==> src/rtl/pipe_ctrl.sv <==
// Pipeline hazard controller: composes per-stage stall masks, accepts branch
// mispredicts from EX, kills wrong-path IF/ID/EX contents and steers IF to the
// corrected PC, deferring the redirect until IF reports it is idle.
// Latency: stall/discard/redirect outputs are combinational from the current
// inputs and state. Counters are registered and show an event one cycle later.
// Backpressure: a mispredict presented while EX is held is ignored, because EX
// re-presents it once it moves. A redirect is held in PENDING until if_idle.
// Ports:
//   clock, reset                      - clock, synchronous active-high reset
//   *_stall_req                       - stall requests from IF, ID and MEM
//   ex_branch_miss, ex_branch_target  - mispredict strobe and corrected PC
//   if_idle                           - IF can take a redirect this cycle
//   stall[5:1]                        - per-stage hold mask (1=IF .. 5=WB)
//   discard_if_id, discard_id_ex      - kill pipe register contents at the next edge
//   redirect_valid, redirect_pc       - one-cycle PC redirect to IF
//   cnt_stall, cnt_flush              - stall-cycle and accepted-mispredict counters
module pipe_ctrl (
    input  logic        clock,
    input  logic        reset,
    input  logic        if_stall_req,
    input  logic        id_stall_req,
    input  logic        mem_stall_req,
    input  logic        ex_branch_miss,
    input  logic [31:0] ex_branch_target,
    input  logic        if_idle,
    output logic [5:1]  stall,
    output logic        discard_if_id,
    output logic        discard_id_ex,
    output logic        redirect_valid,
    output logic [31:0] redirect_pc,
    output logic [31:0] cnt_stall,
    output logic [31:0] cnt_flush
);

    typedef enum logic {NORMAL, PENDING} state_t;

    state_t      state;
    logic [31:0] pending_pc;
    logic [31:0] cnt_stall_q;
    logic [31:0] cnt_flush_q;
    logic        accept;
    logic        wrong_path;

    always_comb begin
        accept         = 1'b0;
        wrong_path     = 1'b0;
        stall          = 5'b00000;
        discard_if_id  = 1'b0;
        discard_id_ex  = 1'b0;
        redirect_valid = 1'b0;
        redirect_pc    = 32'h0;
        if (!reset) begin
            // EX is held (stall[3]) only by a MEM stall, so that alone
            // decides whether the mispredict can be taken this cycle.
            accept     = ex_branch_miss && !mem_stall_req;
            // IF/ID hold wrong-path instructions from the accept cycle until
            // the redirect is delivered; their stall requests are meaningless.
            wrong_path = accept || (state == PENDING);

            stall[4:1] = {4{mem_stall_req}};
            if (!wrong_path) begin
                stall[2] = stall[2] | id_stall_req;
                stall[1] = stall[1] | id_stall_req | if_stall_req;
            end

            discard_if_id = wrong_path;
            discard_id_ex = accept;

            // A fresh accept beats an older pending target (latest wins).
            if (accept && if_idle) begin
                redirect_valid = 1'b1;
                redirect_pc    = ex_branch_target;
            end else if ((state == PENDING) && if_idle) begin
                redirect_valid = 1'b1;
                redirect_pc    = pending_pc;
            end
        end
    end

    always_ff @(posedge clock) begin
        if (reset) begin
            state       <= NORMAL;
            pending_pc  <= 32'h0;
            cnt_stall_q <= 32'h0;
            cnt_flush_q <= 32'h0;
        end else begin
            cnt_stall_q <= cnt_stall_q + {31'b0, |stall};
            cnt_flush_q <= cnt_flush_q + {31'b0, accept};
            if (accept && !if_idle) begin
                state      <= PENDING;
                pending_pc <= ex_branch_target;
            end else if (if_idle) begin
                state <= NORMAL;
            end
        end
    end

    assign cnt_stall = cnt_stall_q;
    assign cnt_flush = cnt_flush_q;

endmodule

==> config.mk <==
export PLATFORM = sky130hd
export DESIGN_NAME = pipe_ctrl
export DESIGN_NICKNAME = d
export VERILOG_FILES = /design/src/rtl/pipe_ctrl.sv
export SDC_FILE = /design/constraint.sdc
export NUM_CORES = 1
export LEC_CHECK = 0
export ABC_AREA = 0
export CORE_ASPECT_RATIO = 0.5
export CORE_MARGIN = 3
export CORE_UTILIZATION = 49
export CTS_BUF_LIST = sky130_fd_sc_hd__clkbuf_4 sky130_fd_sc_hd__clkbuf_8
export DETAILED_ROUTE_END_ITERATION = 10
export HOLD_SLACK_MARGIN = 0.02
export PLACE_DENSITY = 0.83
export SLEW_MARGIN = 5
export SYNTH_ARGS = -nofsm -noshare
export SYNTH_HDL_FRONTEND = slang
export SYNTH_SLANG_ARGS = --single-unit
==> constraint.sdc <==
create_clock -name clock -period 3.6 [get_ports clock]
set_input_delay 0.54 -clock clock [delete_from_list [all_inputs] [get_ports clock]]
set_output_delay 0.54 -clock clock [all_outputs]
set_load 0.02 [all_outputs]
======== Yosys cells after proc, flatten, opt, wreduce, memory -nomap -nowiden ========
Index checks and enable logic that the tools add are counted.
storage, ports and cells
  bits in registers ....................... 97
operators by class
  bitwise operators ....................... 2
  add/sub/neg operators ................... 2
  reduce and logical (&&, ||, !) cells .... 9
  mux-type cells .......................... 12
operators by type and width
  operator                                  number
  32-bit two-way mux                        3
  32-bit by 1-bit adder with 32-bit output  2
  1-bit two-way mux                         7
  1-bit logical AND                         4
  4-bit two-way mux                         1
  4-bit OR reduction                        1
  1-bit zero test                           2
  2-bit two-way mux                         1
  1-bit bitwise OR                          2
  2-bit nonzero test                        1
  1-bit logical OR                          1

======== Longest topological paths before layout ========
Gate-level depths: netlist of run 1.
  depth in word-level cells ............... 7
  mapped depth ............................ 10
  depth with buffers taken out ............ 9

======== Least setup slack after synthesis of run 1 ========
OpenSTA, ideal clock, no wires.
  path kind ............................... input to register
  start point ............................. in mem_stall_req
  end point ............................... reg cnt_flush_q[30], in the netlist cnt_flush[30]
  arrival ................................. 3.096 ns
  required time ........................... 3.530 ns
  setup slack ............................. 0.434 ns
  stages on the path ...................... 10
  cells stage by stage .................... nand2b_1 > clkbuf_1 > nor2_1 > ha_1 > ha_1 > nand4_2 > or4b_1 > buf_2 > or4_1 > a21oi_1
on the way
  word-level cells in the longest chain between the ends .. 4
ends and longest elaborated chain
  what                                      RTL line  RTL
  start, declared                           22        input logic mem_stall_req,
  1-bit zero test                           55        accept = ex_branch_miss && !mem_stall_req;
  1-bit logical AND                         55
  1-bit two-way mux                         --
  net discard_id_ex                         28        output logic discard_id_ex,
  32-bit by 1-bit adder with 32-bit output  88        cnt_flush_q <= cnt_flush_q + {31'b0, accept};
  end signal, assigned                      88
  end, declared                             40        logic [31:0] cnt_flush_q;
The timed path passes the listed nets, and every way through them passes these cells.
A chain may end at the register's enable or synchronous reset.

======== Final worst setup path of run 1 ========
  start point ............................. in mem_stall_req
  end point ............................... out redirect_pc[6]
on the way
  word-level cells in the longest chain between the ends .. 5
ends and longest elaborated chain
  what                RTL line  RTL
  1-bit zero test     55
  1-bit logical AND   55
  1-bit logical AND   70        if (accept && if_idle) begin
  32-bit two-way mux  70
  32-bit two-way mux  52        if (!reset) begin
  end, declared       30        output logic [31:0] redirect_pc,
No other way between the ends.

==> results.ini, run 1 <==
[yosys]
syn-num-nets = 593
synth_ff_type = dfxtp_1
synth_top_area_frac = 0.416
yosysTopAreaCell = dfxtp_1
postSynthAreaPerCell_um2 = 8.48
yosys-top-cells-area = dfxtp_1, a32o_1, nand2_1
synth_area_mm2 = 0.00467
seq_area_frac_synth = 0.416
yosys_register_bits = 97
synth_cells = 550
synthArstFlopShare = 0
yosysWarnings = 0
ys_types = 41
synth-edff-count = 0

[place]
dp_cells = 774
place.gp.congestion = 0.808
dp_hpwl_um = 8570
post-place-ws_ns = 0.0530
port_buffers = 141

[die]
pin_count = 143
rows = 24
die_x_um = 144
coreArea_mm2 = 0.00898
die_h_um = 75
die_area_mm2 = 0.0108
start_util = 0.520

[timing]
fin_ws_ns = 0.192
worst_pin_slew_ns = 0.612
fin_setup_tns_ns = 0
slew_headroom = 0.590
final.setup_skew_ns = 0.00894
finalSetupViolations = 0
hold_violations = 0
min_period_ns = 3.41
rsz0062_at_grt = false
max_freq_ghz = 0.293
finalCritPeriodShare = 0.947
maxSlewViolCount = 0

[grt]
grtUsageMet3 = 0.0660
grt-ovfl-total = 0
grt.met1_usage = 0.309
antenna_found_initial = 0
grt_usage = 0.224
grt_util_met2 = 0.347
grt_max_degree = 46
grt_pass1_wl_um = 19600
grt-busiest-layer = met2
grt_pass1_vias = 4057

[status]
status = completed

[route]
drt-wirelength-per-cell_um = 15.9
ant_nets = 0
viasPerCell = 5.89
first_iter_violations = 302
via_count = 4652
drt-total-wl_um = 12500
post-route-drc-count = 0
drtPass1Iterations = 5

[hold_path]
worst_hold_path_type = reg -> reg

[setup_path]
cp-end-kind = output pin
crit_required_ns = 3.06
cp_data_arrival_time_ns = 2.87
startpoint_type = primary input
cp_max_fo = 35
worst-r2r-setup-slack_ns = 0.70
worstSetupPathType = in -> out

[cells_and_area]
num-fill-cells = 692
areaGrowthSynthToFinish_pct = 36.5
antennaDiodeCount = 0
final_util = 0.709
most-common-layout-cells = clkdlybuf4s50_1, dfxtp_1, nand2_1, nor2_1
nets = 711
final_common_cell = clkdlybuf4s50_1
drive_above_1_share = 0.0639
fin_cells = 790

[clocking]
tritoncts = yes
h-tree-depth = 3
clockBufferDepth = 2
cts_buffers = 9
cts_root_buffer = clkbuf_8
ctsHoldBuffers = 0
clkLatencyLatePin_ns = 0.36
clock_sinks = 97
clk_pin_slew_ns = 0.09

[pwr]
ir_drop_uv = 196
p_per_area_mw_per_mm2 = 319
leakage_uw = 0.00219
fin_total_pwr_uw = 2030

[flow_run]
max_cap_viol_count = 0

==> Yosys cell counts (all sizes together) (5+ instances only) <==
library cell / instances
dfxtp: 97
o211ai: 32
a21oi: 30
o31ai: 17
nor3: 8
nor4: 6
nand4: 18
inv: 13
and4: 8
nor2b: 10
mux2: 5
nor2: 38
nand2: 79
a32o: 32
xor2: 8
o21ai: 9
buf: 8
xnor2: 18
clkbuf: 35
or2: 6
nand3: 22
or3: 8
or4: 19
==> sequential cells by signal (all words and copies together) (netlist names) <==
register    flops
cnt_flush      32
cnt_stall      32
pending_pc     32
state           1
==> logic make-up after synthesis <==
kind of cell             count (synthesis)  share of synthesized area
AO/OA/AOI/OAI                          127                      0.202
multiplexers                             5                     0.0121
XOR/XNOR                                26                     0.0488
flip-flops                              97                      0.416
adder cells (fa/ha/maj)                  4                     0.0107
other                                    1                   0.000804
AND/OR/NAND/NOR                        234                      0.260
buffers and inverters                   56                     0.0485
==> through the flow <==
step	area [µm²]	hold slack [ns]
floorplan	4670	0.465
global placement	6150	0.474
detailed placement	6150	0.484
CTS	6360	0.498
global route	6370	0.507
finish	6370	0.495
==> path summary, 6_finish.rpt <==
path            startpoint              to  cells after the start
max          mem_stall_req  redirect_pc[6]                      7
max reg2reg          state   cnt_stall[30]                      9
min          cnt_flush[20]   cnt_flush[20]                      2
min reg2reg  cnt_flush[20]   cnt_flush[20]                      2
==> repair_timing <==
item,CTS,global route
setup buffers,0,0
endpoints found under the setup margin,0,5
gates resized for setup,0,1
==> report_power, final <==
part	total, µW	switching [µW]	internal [µW]
registers	1100	10.1	1090
logic	180	95.7	84.5
clock network	751	372	379
==> worst max-delay path, stage by stage <==
cell and delay, ns:
clkdlybuf4s50_1 0.51, nand2b_1 0.17, buf_6 0.27, and3_1 0.19, buf_4 0.32, a32o_1 0.23, clkdlybuf4s50_1 0.62
==> layer usage <==
layer	part of all wire	wire length [µm]
met2	0.45	5630
met4	0.015	187
met3	0.065	817
met5	0	0
met1	0.47	5900
==> area by class of cell <==
cell class                 count  area [µm²]  share of cell area
multi-input combinational    397        2500               0.393
inverter                      13        48.8             0.00766
clock buffer                  12         165              0.0259
timing repair buffer         150        1520               0.238
tap                          117         146              0.0230
sequential                    97        1940               0.305
clock inverter                 4        48.8             0.00766
(Power assumes the default switching activity.)
==> inputs of run 2 (changes only) <==
ABC_AREA = default   (was 0)
REMOVE_ABC_BUFFERS = 1   (was default)
==> run 2 against run 1 <==
Effect of this change: wire length increased by 0.22%; critical path depth decreased by 1; die area unchanged; non-clock buffer count grew 2; via count fell by 0.69%; critical path type unchanged; largest power group unchanged; highest routed layer unchanged.
==> results.ini, run 2 (synthesis results as in run 1) <==
[route]
drt-wirelength-per-cell_um = 15.9  ; about the same
first_iter_violations = 261  ; -14%
drtPass1Iterations = 5  ; unchanged
viasPerCell = 5.84  ; -0.81%
drt-total-wl_um = 12600  ; +0.22%
post-route-drc-count = 0  ; unchanged
via_count = 4620  ; -0.69%
ant_nets = 0  ; unchanged

[timing]
fin_ws_ns = 0.464  ; +0.272 ns
min_period_ns = 3.14  ; -0.272 ns
max_freq_ghz = 0.319  ; +8.7%
maxSlewViolCount = 0  ; unchanged
fin_setup_tns_ns = 0  ; unchanged
finalSetupViolations = 0  ; unchanged
slew_headroom = 0.618  ; +0.0284
final.setup_skew_ns = 0.00601  ; -0.00293 ns
hold_violations = 0  ; unchanged
finalCritPeriodShare = 0.871  ; -0.0756
rsz0062_at_grt = false
worst_pin_slew_ns = 0.572  ; -0.0392 ns

[cells_and_area]
final_common_cell = clkdlybuf4s50_1
num-fill-cells = 701  ; +1.3%
areaGrowthSynthToFinish_pct = 36.5  ; about the same
nets = 713  ; +0.28%
most-common-layout-cells = clkdlybuf4s50_1, dfxtp_1, nand2_1, nor2_1
drive_above_1_share = 0.0653  ; +0.00139
antennaDiodeCount = 0  ; unchanged

[die]
rows = 24  ; unchanged
start_util = 0.520  ; unchanged
coreArea_mm2 = 0.00898  ; unchanged
die_h_um = 75  ; unchanged
die_area_mm2 = 0.0108  ; unchanged
die_x_um = 144  ; unchanged
pin_count = 143  ; unchanged

[setup_path]
worstSetupPathType = in -> out
cp_data_arrival_time_ns = 2.60  ; -0.27 ns
crit_required_ns = 3.06  ; about the same
cp-end-kind = output pin
crit_chain = clkdlybuf4s50_1, nand2b_1, and3_1, buf_4, a32o_1, clkdlybuf4s50_1
cp_max_fo = 32  ; -8.6%
cp_slowest_cell = clkdlybuf4s50_1
startpoint_type = primary input
cp_common_cell = clkdlybuf4s50_1
critPathMaxStageDelay_ns = 0.64  ; +0.02 ns

[place]
place.gp.congestion = 0.821  ; +1.6%
dp_hpwl_um = 8540  ; -0.31%
post-place-ws_ns = 0.145  ; +0.0919 ns
port_buffers = 141  ; unchanged

[status]
status = completed

[clocking]
post_cts_resized = 0  ; unchanged
clock_sinks = 97  ; unchanged
cts_root_buffer = clkbuf_8
clockBufferDepth = 2  ; unchanged
tritoncts = yes
clkLatencyLatePin_ns = 0.36  ; about the same
post_cts_buffers = 0  ; unchanged
h-tree-depth = 3  ; unchanged
ctsHoldBuffers = 0  ; unchanged
clk_pin_slew_ns = 0.09  ; about the same
cts_buffers = 9  ; unchanged

[pwr]
leakage_uw = 0.00220  ; +0.23%
p_per_area_mw_per_mm2 = 323  ; +1.3%
fin_total_pwr_uw = 2060  ; +1.3%
ir_drop_uv = 179  ; -8.5%

[grt]
antenna_found_initial = 0  ; unchanged
grt_pass1_wl_um = 20500  ; +4.3%
grt_pass1_vias = 4224  ; +4.1%
grt_max_degree = 57  ; +24%
grt_usage = 0.234  ; +0.00990
grt-ovfl-total = 0  ; unchanged

[flow_run]
max_cap_viol_count = 0  ; unchanged

[hold_path]
worst_hold_path_type = reg -> reg

run 2: changes by cell type in the layout (fill, tap and decap cells not counted), sizes merged:
cell	change
buf	+2
bufinv	+1
clkbuf	-2
run 2: layer usage:
metal	part of all wire	track usage	up-vias	routed length [µm]
li1	-	-	2276	-
met1	0.45	0.310	2194	5670
met2	0.48	0.381	139	5970
met3	0.065	0.0787	11	818
met4	0.0076	0.0470	0	96
met5	0	0	-	0
run 2: power by group:
group	total, µW	internal, µW	switching [µW]	leakage (µW)
Clock	780	407	373	0.000113
Combinational	179	84.7	93.8	0.00130
Sequential	1100	1090	9.86	0.000784
Total	2060	1580	477	0.00220
run 2: worst max-delay path, delay by kind of cell:
| kind | cells | cell delay, ns |
|---|---|---|
| buffers and inverters | 3 | 1.47 |
| AND/OR/NAND/NOR | 2 | 0.34 |
| AO/OA/AOI/OAI | 1 | 0.22 |
run 2: path summary, 6_finish.rpt:
check,start,end,slack [ns],depth (start not counted)
worst max-delay path,mem_stall_req,redirect_pc[21],0.46,6
worst min-delay path,pending_pc[3],pending_pc[3],0.49,2
worst max register to register,state,cnt_stall[30],0.93,9
worst min register to register,pending_pc[3],pending_pc[3],0.49,2
run 2: stage by stage:
step                      utilization  cell area, µm²  hold slack [ns]  cells
after CTS                       0.709            6370            0.495    791
after global routing            0.709            6370            0.501    791
after global placement          0.685            6150            0.474    776
after detailed placement        0.685            6150            0.482    776
after floorplan                     -            4490            0.466    507
final                           0.709            6370            0.493    791
run 2: layout make-up:
cell class | count | area, µm² | area share
multi-input combinational | 397 | 2500 | 0.393
clock inverter | 5 | 78.8 | 0.0124
sequential | 97 | 1940 | 0.305
timing repair buffer | 152 | 1510 | 0.238
tap | 117 | 146 | 0.0230
clock buffer | 10 | 138 | 0.0216
inverter | 13 | 48.8 | 0.00766
